**src/rtl/seg_char_encoder.sv**
```systemverilog
// seg_char_encoder: turns active-low 7-segment patterns back into 2-bit codes and packs three of them into a 6-bit word.
// Defining SEG_ENC_STRICT_EN drops unrecognised patterns instead of storing them as blank.
module seg_char_encoder (
    input  logic       i_clk,
    input  logic       i_rst,
    input  logic [6:0] i_seg,
    input  logic       i_seg_valid,
    output logic       o_seg_ready,
    output logic [5:0] o_word,
    output logic       o_word_valid,
    input  logic       i_word_ready,
    output logic       o_err,
    output logic [1:0] o_count
);
    typedef enum logic {COLLECT, FULL} state_t;
    state_t     r_state, w_state_nx;
    logic [5:0] r_word, w_word_nx;
    logic       r_err, w_err_nx;
    logic [1:0] r_count, w_count_nx;
    logic [1:0] w_code;
    logic       w_known, w_accept, w_store;
    always_comb begin
        w_code  = (i_seg == 7'b0100001) ? 2'b00 :
                  (i_seg == 7'b0000110) ? 2'b01 :
                  (i_seg == 7'b1111001) ? 2'b10 : 2'b11;
        w_known = (i_seg == 7'b0100001) || (i_seg == 7'b0000110) ||
                  (i_seg == 7'b1111001) || (i_seg == 7'b1111111);
    end
    assign o_seg_ready  = (r_state == COLLECT) && !i_rst;
    assign o_word_valid = (r_state == FULL);
    assign o_word       = r_word;
    assign o_err        = r_err;
    assign o_count      = r_count;
    assign w_accept     = i_seg_valid && o_seg_ready;
`ifdef SEG_ENC_STRICT_EN
    assign w_store = w_accept && w_known;
`else
    assign w_store = w_accept;
`endif
    always_comb begin
        w_state_nx = r_state;
        w_word_nx  = r_word;
        w_err_nx   = r_err;
        w_count_nx = r_count;
        if (r_state == COLLECT) begin
            if (w_accept) w_err_nx = r_err | ~w_known;
            if (w_store) begin
                // slot order U,V,W lands the first character in the top bits
                w_word_nx  = (r_count == 2'd0) ? {w_code, r_word[3:0]} :
                             (r_count == 2'd1) ? {r_word[5:4], w_code, r_word[1:0]} :
                                                 {r_word[5:2], w_code};
                w_count_nx = r_count + 2'd1;
                if (r_count == 2'd2) w_state_nx = FULL;
            end
        end else if (i_word_ready) begin
            w_state_nx = COLLECT;
            w_count_nx = 2'd0;
            w_err_nx   = 1'b0;
        end
    end
    always_ff @(posedge i_clk) begin
        if (i_rst) begin
            r_state <= COLLECT;
            r_word  <= 6'b111111;
            r_err   <= 1'b0;
            r_count <= 2'd0;
        end else begin
            r_state <= w_state_nx;
            r_word  <= w_word_nx;
            r_err   <= w_err_nx;
            r_count <= w_count_nx;
        end
    end
endmodule
```
**config.mk**
```make
export PLATFORM = sky130hd
export DESIGN_NAME = seg_char_encoder
export DESIGN_NICKNAME = d
export VERILOG_FILES = /design/src/rtl/seg_char_encoder.sv
export SDC_FILE = /design/constraint.sdc
export NUM_CORES = 1
export LEC_CHECK = 0
export BUFFER_PORTS_ARGS = -buffer_cell sky130_fd_sc_hd__buf_2
export CAP_MARGIN = 20
export CELL_PAD_IN_SITES_DETAIL_PLACEMENT = 1
export CELL_PAD_IN_SITES_GLOBAL_PLACEMENT = 2
export CORE_MARGIN = 4
export CORE_UTILIZATION = 24
export CTS_BUF_LIST = sky130_fd_sc_hd__clkbuf_8
export CTS_CLUSTER_SIZE = 10
export DETAILED_ROUTE_END_ITERATION = 10
export PLACE_DENSITY_LB_ADDON = 0.1
export SETUP_SLACK_MARGIN = 0.15
export SYNTH_ARGS = -nofsm -noshare
export SYNTH_HDL_FRONTEND = slang
export SYNTH_SLANG_ARGS = --single-unit
```
**constraint.sdc**
```tcl
create_clock -name i_clk -period 1.4 [get_ports i_clk]
set_clock_uncertainty 0.05 [all_clocks]
set_input_delay 0.35 -clock i_clk [delete_from_list [all_inputs] [get_ports i_clk]]
set_output_delay 0.35 -clock i_clk [all_outputs]
set_load 0.02 [all_outputs]
```
* After elaboration in Yosys (flattened, before gate mapping)
Index checks and enable logic that the tools add are counted.
Word-level totals: output and inout port bits 11, bits in registers 10, word-level logic and storage cells 46, bits of input ports 11
Cells by class: mux-type cells 15, add/subtract/negate cells 1, reduce and logical (&&, ||, !) cells 12, eq/ne operators 7, bitwise gates (word level) 5
Operators with widths (count):
- 7-bit equality test, second input constant | 2
- 2-bit 2-to-1 mux | 5
- 1-bit 2-to-1 mux | 8
- 4-bit AND reduction | 2
- 7-bit by 3-bit equality test with 1-bit output, second input constant | 1
- 7-bit by 6-bit equality test with 1-bit output, second input constant | 1
- 6-bit 2-to-1 mux | 1
- 4-bit 2-to-1 mux | 1
- 1-bit inverter | 4
- 1-bit logical OR | 3
- 3-bit AND reduction | 1
- 2-bit by 1-bit adder with 2-bit output, second input constant | 1
- 2-bit by 1-bit equality test with 1-bit output, second input constant | 1
- 2-bit equality test, second input constant | 1
- 1-bit logical AND | 2
- 2-bit zero test | 1
- 2-bit != test, second input constant | 1
- 2-bit AND reduction | 1
- 2-bit nonzero test | 1
- 1-bit zero test | 1
- 1-bit bitwise OR | 1

* Longest topological paths before layout
depth in word-level cells 8, gate-level depth with buffers 5, mapped depth without buffers 5

* Worst setup path before layout
No wires, ideal clock.
path kind flip-flop to flip-flop, start point reg r_count[0] (netlist: o_count[0]), end point reg r_word[0] (netlist: o_word[0]), buffers on the path 0, setup slack -0.293 ns, setup time 0.131 ns, period minus slack after synthesis 1.693 ns, stages on the path, launching flop included 6, data arrival time 1.513 ns, data required time 1.219 ns, cells stage by stage dfxtp_1 > inv_1 > ha_1 > or4b_4 > nand2_1 > o211ai_2
On the way: cells in the longest elaborated chain, start to end 3, elaborated cells on any way between the ends 5, those cells by class eq/ne: 1; bitwise: 2; reduce/logical: 2
RTL lines:
- start, declared | RTL line 19 | logic [1:0] r_count, w_count_nx;
- start signal, assigned | RTL line 71 | r_count <= w_count_nx;
- 2-bit by 1-bit equality test with 1-bit output / 2-bit zero test (equally long branches) | RTL line 50, 49
- 1-bit inverter (no line)
- 4-bit AND reduction (no line) *
- end signal, assigned | RTL line 69 | r_word <= w_word_nx;
- end, declared | RTL line 17 | logic [5:0] r_word, w_word_nx;
Every way passes the cells marked *; elsewhere a longest branch is shown, timed or not. A chain may end at the register's enable or synchronous reset.

* Worst setup path after layout
start point reg r_count[1] (netlist: o_count[1]), end point reg r_word[1] (netlist: o_word[1])
Same word-level chain as after synthesis.

==> flow_summary.yaml <==
run_status:
  status: "complete, but fails checks"
  violations: "negative setup slack"
sta:
  rsz0062_at_grt: "true"
  max_freq_ghz: 0.686
  finalSetupViolations: 2
  worstMarginPinSlew_ns: 0.188
  post-route-period-util: 1.04
  setup_ws_ns: -0.0586
  drv_slew: 0
  finalHoldViolations: 0
  finalSetupTns_ns: -0.109
  period_needed_ns: 1.46
  max_slew_margin: 0.871
  whs_ns: 0.311
finish:
  final_cells: 113
  nFillCells: 247
  multiInputGateArea_sq_um: 335
  drive_above_1_share: 0.570
  num_antenna_cells: 0
  seq_area_sq_um: 209
  fin_area_sq_um: 837
  syn_to_final_growth_pct: 67.3
  post-route-util: 0.427
  nets: 101
setup_path:
  arrival_ns: 1.53
  worstSetupPathType: "reg2reg"
  cp_slowest_stage_delay_ns: 0.58
  cp_top_family: "simple AND/OR/NAND/NOR gates"
  path_buf_inv: 1
  cp.required_ns: 1.47
  path_max_fanout: 4
  crit_slowest_cell: "or4b_4"
  crit_chain: "inv_4 > ha_4 > or4b_4 > nand2_2 > o211ai_2"
  startpoint_type: "flip-flop"
  crit_path_end_kind: "flip-flop"
synthesis:
  syn_inst: 53
  synth.cells.most_frequent: "10 x dfxtp_1, 7 x nand2_1, 5 x nor2_1, 5 x o211ai_1"
  netlist.area_leader.share: 0.400
  yosys_register_bits: 10
  synth-main-ff-cell: "dfxtp_1"
  syn_area_sq_um: 500
  seq_area_frac_synth: 0.400
  yosys-top-cells-area: "dfxtp_1 40%, ha_1 7.5%, o211ai_1 7.5%, nand4bb_1 6.7%, nand2_1 5.3%"
  synthArstFlopShare: 0
  synth_area_leader_cell: "dfxtp_1"
  syn_nets: 67
  synth-edff-count: 0
  synth_cell_types: 19
  synth_most_common_cell: "dfxtp_1"
  yosysWarningCount: 0
  avgSynthCellArea_sq_um: 9.44
global_routing:
  grt_pass1_wl_microns: 2190
  first_global_vias: 503
  grt_max_degree: 9
  grt.overflow.total: 0
  grt.total_usage: 0.107
  antenna_found_initial: 0
placed_design:
  gp_congestion: 0.729
  dp_cells: 108
  dp_slack_ns: -0.0477
  port_buffers: 21
  dpl_cell_area_sq_um: 733
  dp_hpwl_microns: 1190
clock_tree:
  clock_sinks: 10
  htree_levels: 1
  cts-root-buf: "clkbuf_8"
  path_clk_slew_ns: 0.05
  hold_buffers: 0
  cts_tree: "done"
  cts_buffers: 3
  insertion_delay_ns: 0.23
  clockBufferDepth: 2
route:
  finalWirelength_microns: 1400
  vias: 522
  first_pass_iters: 4
  wl_per_cell_microns: 12.4
  drt_iter0_markers: 3
  drt_drc_violations_left: 0
  drtAntennaViolNets: 0
  via_per_inst: 4.62
power:
  leakagePower_nw: 0.361
  sw_frac_of_total: 0.263
  p_comb_frac: 0.218
  p_int_uw: 642
  switchingPower_uw: 229
  power.density_nw_per_um2: 1040
  power_frac_clock: 0.416
  seqPwrFrac: 0.366
  power_uw: 871
  ir_worst_vdd_mv: 0.910
min_path:
  min_path_type: "in2reg"
floorplan:
  die_y_microns: 53.7
  fp.dieW_microns: 53.7
  dieArea_sq_um: 2880
  start_util: 0.255
  io_pins: 22
  core.rowCount: 16
  core_sq_um: 1960
run:
  drv_cap: 0
-- cells in the final DEF (no fill, tap or decap), drive strengths merged --
cell	netlist	final
a22oi	1	1
inv	3	3
nand4bb	3	3
nand3	2	2
buf	0	29
dfxtp	10	10
nand2	7	7
a21oi	3	3
clkbuf	0	4
nor2	5	5
nand3b	1	1
or4b	1	1
o211ai	7	7
nor2b	2	2
o31ai	1	1
mux2i	2	2
or3	1	1
ha	3	3
nand4	1	1
-- layer usage --
| layer | up-vias | track usage | share of wire |
|---|---|---|---|
| li1 | 262 | - | - |
| met1 | 242 | 0.120 | 0.44 |
| met2 | 18 | 0.181 | 0.47 |
| met3 | 0 | 0.0665 | 0.086 |
| met4 | 0 | 0 | 0 |
| met5 | - | 0 | 0 |
-- sequential cells by signal (all words and copies together) (netlist names) --
signal,count
o_word,6
o_count,2
o_err,1
o_word_valid,1
-- path summary, 6_finish.rpt --
path,startpoint,end,slack [ns],cells past startpoint
setup reg to reg,o_count[1],o_word[1],-0.06,5
setup / recovery,o_count[1],o_word[1],-0.06,5
hold reg to reg,o_err,o_err,0.42,2
hold / removal,i_rst,o_count[1],0.31,2
-- cell families after synthesis --
kind of cell	Yosys count	share of synthesized area
adder cells (fa/ha/maj)	3	0.0750
multiplexers	2	0.0400
flip-flops	10	0.400
AO/OA/AOI/OAI	12	0.193
AND/OR/NAND/NOR	23	0.270
buffers and inverters	3	0.0225
-- final cells by class --
type | count | share of cell area
Multi-Input combinational cell | 40 | 0.401
Sequential cell | 10 | 0.250
Timing Repair Buffer | 29 | 0.224
Clock buffer | 4 | 0.0658
Tap cell | 27 | 0.0404
Inverter | 3 | 0.0194
-- repair_timing --
item	CTS	global route
pin swaps	0	2
resized for setup	6	5
endpoints found under the setup margin	7	9
buffers inserted	0	1
-- power by group through the flow --
stage               Combinational, mW  Clock (mW)  Sequential [mW]
finish                          0.190       0.363            0.319
global route                    0.208       0.389            0.322
CTS                             0.180       0.372            0.320
detailed placement              0.175           0            0.325
global placement                0.173           0            0.324
floorplan                      0.0722           0            0.350
(Power assumes the default switching activity.)
